==> config.mk <==
export PLATFORM = sky130hd
export DESIGN_NAME = mem_arbiter
export DESIGN_NICKNAME = d
export VERILOG_FILES = /design/src/rtl/mem_arbiter.sv
export SDC_FILE = /design/constraint.sdc
export NUM_CORES = 1
export LEC_CHECK = 0
export ABC_AREA = 1
export CORE_AREA = 2 2 306 308
export DETAILED_ROUTE_END_ITERATION = 7
export DIE_AREA = 0 0 308 310
export DONT_BUFFER_PORTS = 1
export GPL_ROUTABILITY_DRIVEN = 0
export PLACE_DENSITY = 0.3
export SLEW_MARGIN = 10
export SYNTH_ARGS = -nofsm -noshare
export SYNTH_HDL_FRONTEND = slang
export SYNTH_SLANG_ARGS = --single-unit
export TNS_END_PERCENT = 1
==> constraint.sdc <==
create_clock -name clk -period 2.65 [get_ports clk]
set_clock_uncertainty 0.2 [all_clocks]
set_input_delay 0.265 -clock clk [delete_from_list [all_inputs] [get_ports clk]]
set_output_delay 0.265 -clock clk [all_outputs]
set_load 0.03 [all_outputs]
==> src/rtl/mem_arbiter.sv <==
// Single-outstanding arbiter sharing one line-wide memory port between I-cache refill
// and D-cache refill/writeback. Define MEM_ARB_RR_EN for round-robin I/D arbitration.
module mem_arbiter #(
    parameter int ADDR_W = 32,
    parameter int LINE_W = 128,
    parameter int OFF_W  = 4
) (
    input  logic              clk,
    input  logic              rst,
    input  logic              icache_req_i,
    input  logic [ADDR_W-1:0] icache_addr_i,
    output logic              icache_ready_o,
    output logic [LINE_W-1:0] icache_data_o,
    input  logic              dcache_rd_req_i,
    input  logic [ADDR_W-1:0] dcache_rd_addr_i,
    input  logic              dcache_wb_req_i,
    input  logic [ADDR_W-1:0] dcache_wb_addr_i,
    input  logic [LINE_W-1:0] dcache_wb_data_i,
    output logic              dcache_ready_o,
    output logic [LINE_W-1:0] dcache_data_o,
    output logic              mem_req_o,
    output logic              mem_we_o,
    output logic [ADDR_W-1:0] mem_addr_o,
    output logic [LINE_W-1:0] mem_wdata_o,
    input  logic [LINE_W-1:0] mem_rdata_i,
    input  logic              mem_ready_i
);
    typedef enum logic [2:0] {IDLE, G_IRD, G_DRD, G_DWB, DONE} state_t;

    state_t            state_q, state_d;
    logic              mem_req_q, mem_req_d;
    logic              mem_we_q, mem_we_d;
    logic [ADDR_W-1:0] mem_addr_q, mem_addr_d;
    logic [LINE_W-1:0] mem_wdata_q, mem_wdata_d;
    logic              iready_q, iready_d;
    logic              dready_q, dready_d;
    logic [LINE_W-1:0] idata_q, idata_d;
    logic [LINE_W-1:0] ddata_q, ddata_d;
    logic              pick_i;

    function automatic logic [ADDR_W-1:0] line_addr(input logic [ADDR_W-1:0] a);
        return {a[ADDR_W-1:OFF_W], {OFF_W{1'b0}}};
    endfunction

`ifdef MEM_ARB_RR_EN
    // 1 = D class was granted last, so I wins the next I/D tie
    logic last_d_q, last_d_d;
    assign pick_i = icache_req_i && (!(dcache_wb_req_i || dcache_rd_req_i) || last_d_q);
`else
    assign pick_i = icache_req_i && !(dcache_wb_req_i || dcache_rd_req_i);
`endif

    always_comb begin
        state_d     = state_q;
        mem_req_d   = mem_req_q;
        mem_we_d    = mem_we_q;
        mem_addr_d  = mem_addr_q;
        mem_wdata_d = mem_wdata_q;
        iready_d    = 1'b0;
        dready_d    = 1'b0;
        idata_d     = idata_q;
        ddata_d     = ddata_q;
`ifdef MEM_ARB_RR_EN
        last_d_d    = last_d_q;
`endif
        case (state_q)
            IDLE: begin
                if (pick_i) begin
                    state_d     = G_IRD;
                    mem_req_d   = 1'b1;
                    mem_we_d    = 1'b0;
                    mem_addr_d  = line_addr(icache_addr_i);
                    mem_wdata_d = '0;
`ifdef MEM_ARB_RR_EN
                    last_d_d    = 1'b0;
`endif
                end else if (dcache_wb_req_i) begin
                    // dirty victim goes out before its replacement is fetched
                    state_d     = G_DWB;
                    mem_req_d   = 1'b1;
                    mem_we_d    = 1'b1;
                    mem_addr_d  = line_addr(dcache_wb_addr_i);
                    mem_wdata_d = dcache_wb_data_i;
`ifdef MEM_ARB_RR_EN
                    last_d_d    = 1'b1;
`endif
                end else if (dcache_rd_req_i) begin
                    state_d     = G_DRD;
                    mem_req_d   = 1'b1;
                    mem_we_d    = 1'b0;
                    mem_addr_d  = line_addr(dcache_rd_addr_i);
                    mem_wdata_d = '0;
`ifdef MEM_ARB_RR_EN
                    last_d_d    = 1'b1;
`endif
                end
            end
            G_IRD, G_DRD, G_DWB: begin
                if (mem_ready_i) begin
                    mem_req_d = 1'b0;
                    state_d   = DONE;
                    iready_d  = (state_q == G_IRD);
                    dready_d  = (state_q != G_IRD);
                    if (state_q == G_IRD) idata_d = mem_rdata_i;
                    if (state_q == G_DRD) ddata_d = mem_rdata_i;
                end
            end
            // one dead cycle so the requester can drop req before re-arbitration
            DONE:    state_d = IDLE;
            default: state_d = IDLE;
        endcase
    end

    always_ff @(posedge clk) begin
        if (rst) begin
            state_q     <= IDLE;
            mem_req_q   <= 1'b0;
            mem_we_q    <= 1'b0;
            mem_addr_q  <= '0;
            mem_wdata_q <= '0;
            iready_q    <= 1'b0;
            dready_q    <= 1'b0;
            idata_q     <= '0;
            ddata_q     <= '0;
`ifdef MEM_ARB_RR_EN
            last_d_q    <= 1'b1;
`endif
        end else begin
            state_q     <= state_d;
            mem_req_q   <= mem_req_d;
            mem_we_q    <= mem_we_d;
            mem_addr_q  <= mem_addr_d;
            mem_wdata_q <= mem_wdata_d;
            iready_q    <= iready_d;
            dready_q    <= dready_d;
            idata_q     <= idata_d;
            ddata_q     <= ddata_d;
`ifdef MEM_ARB_RR_EN
            last_d_q    <= last_d_d;
`endif
        end
    end

    assign mem_req_o      = mem_req_q;
    assign mem_we_o       = mem_we_q;
    assign mem_addr_o     = mem_addr_q;
    assign mem_wdata_o    = mem_wdata_q;
    assign icache_ready_o = iready_q;
    assign icache_data_o  = idata_q;
    assign dcache_ready_o = dready_q;
    assign dcache_data_o  = ddata_q;
endmodule

Word-level counts from Yosys, hierarchy flattened
Cells that the tools add are included.
{"block": "totals", "reg_bits": 423, "inputBits": 358, "output_inout_bits": 420, "elab_cells": 49}
{"block": "classes", "eq_ne": 6, "muxes": 19, "bitwise_logic": 2, "reduce_logical": 13}
{"op": "$mux 128", "count": 3}
{"op": "$mux 32", "count": 3}
{"op": "$mux 3", "count": 4}
{"op": "$reduce_and 3->1", "count": 3}
{"op": "$mux 1", "count": 7}
{"op": "$eq 3x2->1 const B", "count": 2}
{"op": "$pmux 3 s2", "count": 1}
{"op": "$reduce_or 3->1", "count": 2}
{"op": "$ne 4x4->1 const B", "count": 1}
{"op": "$reduce_and 2->1", "count": 2}
{"op": "$eq 3x1->1 const B", "count": 1}
{"op": "$logic_not 3->1", "count": 1}
{"op": "$ne 3x1->1 const B", "count": 1}
{"op": "$reduce_bool 3->1", "count": 1}
{"op": "$ne 2x2->1 const B", "count": 1}
{"op": "$not 1->1", "count": 2}
{"op": "$pmux 1 s2", "count": 1}
{"op": "$reduce_bool 2->1", "count": 1}
{"op": "$logic_and 1x1->1", "count": 1}
{"op": "$logic_not 1->1", "count": 1}
{"op": "$logic_or 1x1->1", "count": 1}

Logic depth before layout (Yosys ltp)
{"block": "depth", "ltp_word": 5, "ltp_mapped": 10, "depth_no_buf": 7}

Worst setup path before layout
Ideal clock, no wire load.
{"block": "synth_path", "path_kind": "flip-flop to flip-flop", "startpoint": "register state_q[2]", "endpoint": "register mem_addr_q[11] (netlist: mem_addr_o[11])", "setup_time_ns": 0.113, "t_arrival_ns": 1.160, "setup_slack_ns": 1.178, "path_stages_with_launch": 9, "path_cell_list": "dfxtp_1 nor2_2 nand2_1 inv_2 nand2_2 buf_4 buf_2 nor2_1 nor2_1"}
{"block": "synth_between", "elab_chain_cells": 2}
{"item": "start: declaration", "line": "30", "rtl": "state_t state_q, state_d;"}
{"item": "start signal: assignment", "line": "129", "rtl": "state_q <= state_d;"}
{"item": "$logic_not 3->1", "line": "66", "rtl": "case (state_q)"}
{"item": "$reduce_and 2->1 (no line)"}
{"item": "end signal: assignment", "line": "132", "rtl": "mem_addr_q <= mem_addr_d;"}
{"item": "end: declaration", "line": "33", "rtl": "logic [ADDR_W-1:0] mem_addr_q, mem_addr_d;"}
No other way between the ends.
A chain may end at the register's enable or synchronous reset.

Final worst setup path
{"block": "layout_path", "startpoint": "input dcache_wb_req_i", "endpoint": "register mem_addr_q[14] (netlist: mem_addr_o[14])"}
{"block": "layout_between", "elab_chain_cells": 5, "elab_cells_between_ends": 7, "classes_between": "mux (2); reduce/logical (5)"}
{"item": "start: declaration", "line": "16", "rtl": "input logic dcache_wb_req_i,"}
{"item": "$logic_or 1x1->1", "line": "50", "rtl": "assign pick_i = icache_req_i && !(dcache_wb_req_i || dcache_rd_req_i);"}
{"item": "$logic_not 1->1", "line": "50"}
{"item": "$logic_and 1x1->1", "line": "50"}
{"item": "$reduce_bool 3->1 (no line)"}
{"item": "$reduce_and 2->1 (no line)"}
Parallel ways exist; a longest one is shown, timed or not.

==> results.toml <==
[global_route]
grt_pass1_vias = 16540
grt_pass1_wl_um = 111200
grt_use_total_pct = 15.29
antenna_found_initial = 7
overflow = 0
grt_max_degree = 137

[route]
drc = 0
drt_iter0_drc = 925
postRouteAntennaNets = 0
dr.pass1.iters = 5
wl_per_cell_um = 20.43
viasPerCell = 4.367
route.vias.total = 16820
finalWirelength_um = 78700

[timing]
finalHoldViolCount = 0
maxSlewViolCount = 0
fin_crit_ns = 2.544
fmaxAchievable_mhz = 393.1
fin_setup_tns_ns = 0
tightest_slew_ns = 0.7098
finalSetupViolCount = 0
rsz0062_at_grt = "no"
min_period_over_period_pct = 95.99
relSlewSlack_pct = 52.68

[floorplan]
row_count = 112
die-area_um2 = 95480
ios = 778
start_util_pct = 18.14
dieHeight_um = 310
die-width_um = 308
core_area_um2 = 92490

[worst_setup_path]
cp_common_cell = "dlygate4sd3_1"
crit_type = "primary input to register"
crit_path_max_fanout = 103
critPathCaptureType = "register"
critical_path_arrival_ns = 2.88
critPathMaxStageDelay_ns = 0.58
worstPathRequired_ns = 2.98
crit_slowest_cell = "dlygate4sd3_1"
start_kind = "primary input"
path_cells = "dlygate4sd3_1 > nor2_2 > buf_4 > nand3_1 > dlygate4sd3_1 > nand2_1 > dlygate4sd3_1 > nor2_1 > nor2_1"

[cells_and_area]
seqCellArea_um2 = 8389
design_area_um2 = 24310
drive_above_1_share_pct = 4.757
layout_commonest_cell = "nand2_1"
final.fill_count = 10220
nets = 2972
multi_input_area_um2 = 6943
mostFrequentLayoutCells = "nand2_1 (595), dlygate4sd3_1 (465), dfxtp_1 (418)"
area_growth_pct = 44.90

[placement]
io_buffers = 0
place_area_um2 = 17800
hpwlAfterDp_um = 50760

[clocking]
htreeDepth = 2
root_buffer = "clkbuf_16"
cts_tree = "yes"
cts_buffers = 53
cts_sinks = 419
cts.clk_slew.worst_paths_ns = 0.06
clock_latency_ns = 0.59
clockBufferDepth = 3

[job]
cap_violations = 0

[outcome]
outcome = "finished, final reports clean"

[logic_synthesis]
synthTopCellsByArea = "dfxtp_1 (50%), nand2_1 (13%), a21oi_1 (12%)"
ys_types = 17
ys_ff_latch = 419
yosysSeqAreaShare_pct = 50.00
avgSynthCellArea_um2 = 7.440
syn_inst = 2255
ys_warn_count = 0
netlist_area_um2 = 16780
yosysTopAreaCell = "dfxtp_1"
yosysTopAreaCellShare_pct = 50.00

[worst_hold_path]
worstHoldPathType = "primary input to register"

[pwr]
powerDensity_nw_per_um2 = 784.9
leakage_uw = 0.009240
irDropWorstVdd_uv = 397.0
## synth_stat cells
library cell  instances
nand2_2               2
a21oi_1             388
o21ai_0             128
clkbuf_1             91
nand2_1             596
nand3b_1            128
nor2_1               65
buf_4                11
nor4_1                1
nand3_1             159
inv_2                 2
nor2_2                2
inv_1               166
conb_1                1
buf_2                94
buf_1                 2
dfxtp_1             419
## critical path, delay by kind of cell
| kind | cells | cell delay, ns |
|---|---|---|
| and+or+nand+nor | 5 | 0.52 |
| buffers and inverters | 4 | 2.06 |
## worst paths after layout
path              startpoint              end  slack (ns)  depth (start not counted)
max          dcache_wb_req_i   mem_addr_o[14]        0.11                          9
min             icache_req_i   mem_addr_o[31]        0.04                          6
max reg2reg       state_q[2]  mem_wdata_o[88]        0.18                          7
min reg2reg       state_q[1]   icache_ready_o        0.34                          1
## metal layers
metal	routed length [um]	global-route usage (%)	up-vias	part of all wire (%)
met5	0	0	-	0
met4	2798	6.035	0	3.6
met3	6701	5.204	125	8.5
met2	39560	26.72	624	50
met1	29640	17.02	8039	38
li1	-	-	8035	-
## per-stage QoR
stage	util, %	cells	power (uW)	setup WS (ns)	hold WS (ns)
after floorplan	-	2258	10250	1.178	0.2301
after global placement	19.25	3283	11080	0.6160	0.1604
after detailed placement	19.25	3283	11120	0.5734	0.1618
after CTS	26.18	3840	19240	0.06459	0.001463
after global routing	26.28	3851	20020	0.01042	0.01007
final	26.28	3852	19080	0.1062	0.03825
## power breakdown
group          internal, uW  switching (uW)
combinational          1340            1910
clock                  4230            3000
sequential             6890            1720
## state kept, by name, summed over array words and instances (netlist names)
name            count
dcache_data_o     128
icache_data_o     128
mem_wdata_o       128
mem_addr_o         28
state_q             3
dcache_ready_o      1
icache_ready_o      1
mem_req_o           1
mem_we_o            1
## what timing repair did
action | 4_1_cts | 5_1_grt
hold endpoints to repair | 419 | 0
resized for setup | 0 | 4
buffers inserted | 0 | 3
setup endpoints to repair | 0 | 125
hold buffers | 467 | 0
## cells by family after synthesis
| kind of cell | after synthesis | share of synthesized area, % |
|---|---|---|
| compound gates | 516 | 15.39 |
| simple gates | 953 | 25.45 |
| other cells | 1 | 0.02235 |
| flops | 419 | 50.00 |
| buf+inv | 366 | 9.136 |
## cell type report
class                      count  area share (%)
antenna                        6         0.06177
inverter                     168           2.625
timing repair buffer         497           21.07
tap                         1197           6.161
clock inverter                17          0.8287
sequential                   419           34.51
clock buffer                  73           6.177
multi-input combinational   1475           28.56
Note: power is estimated with default switching activity, not from simulation.
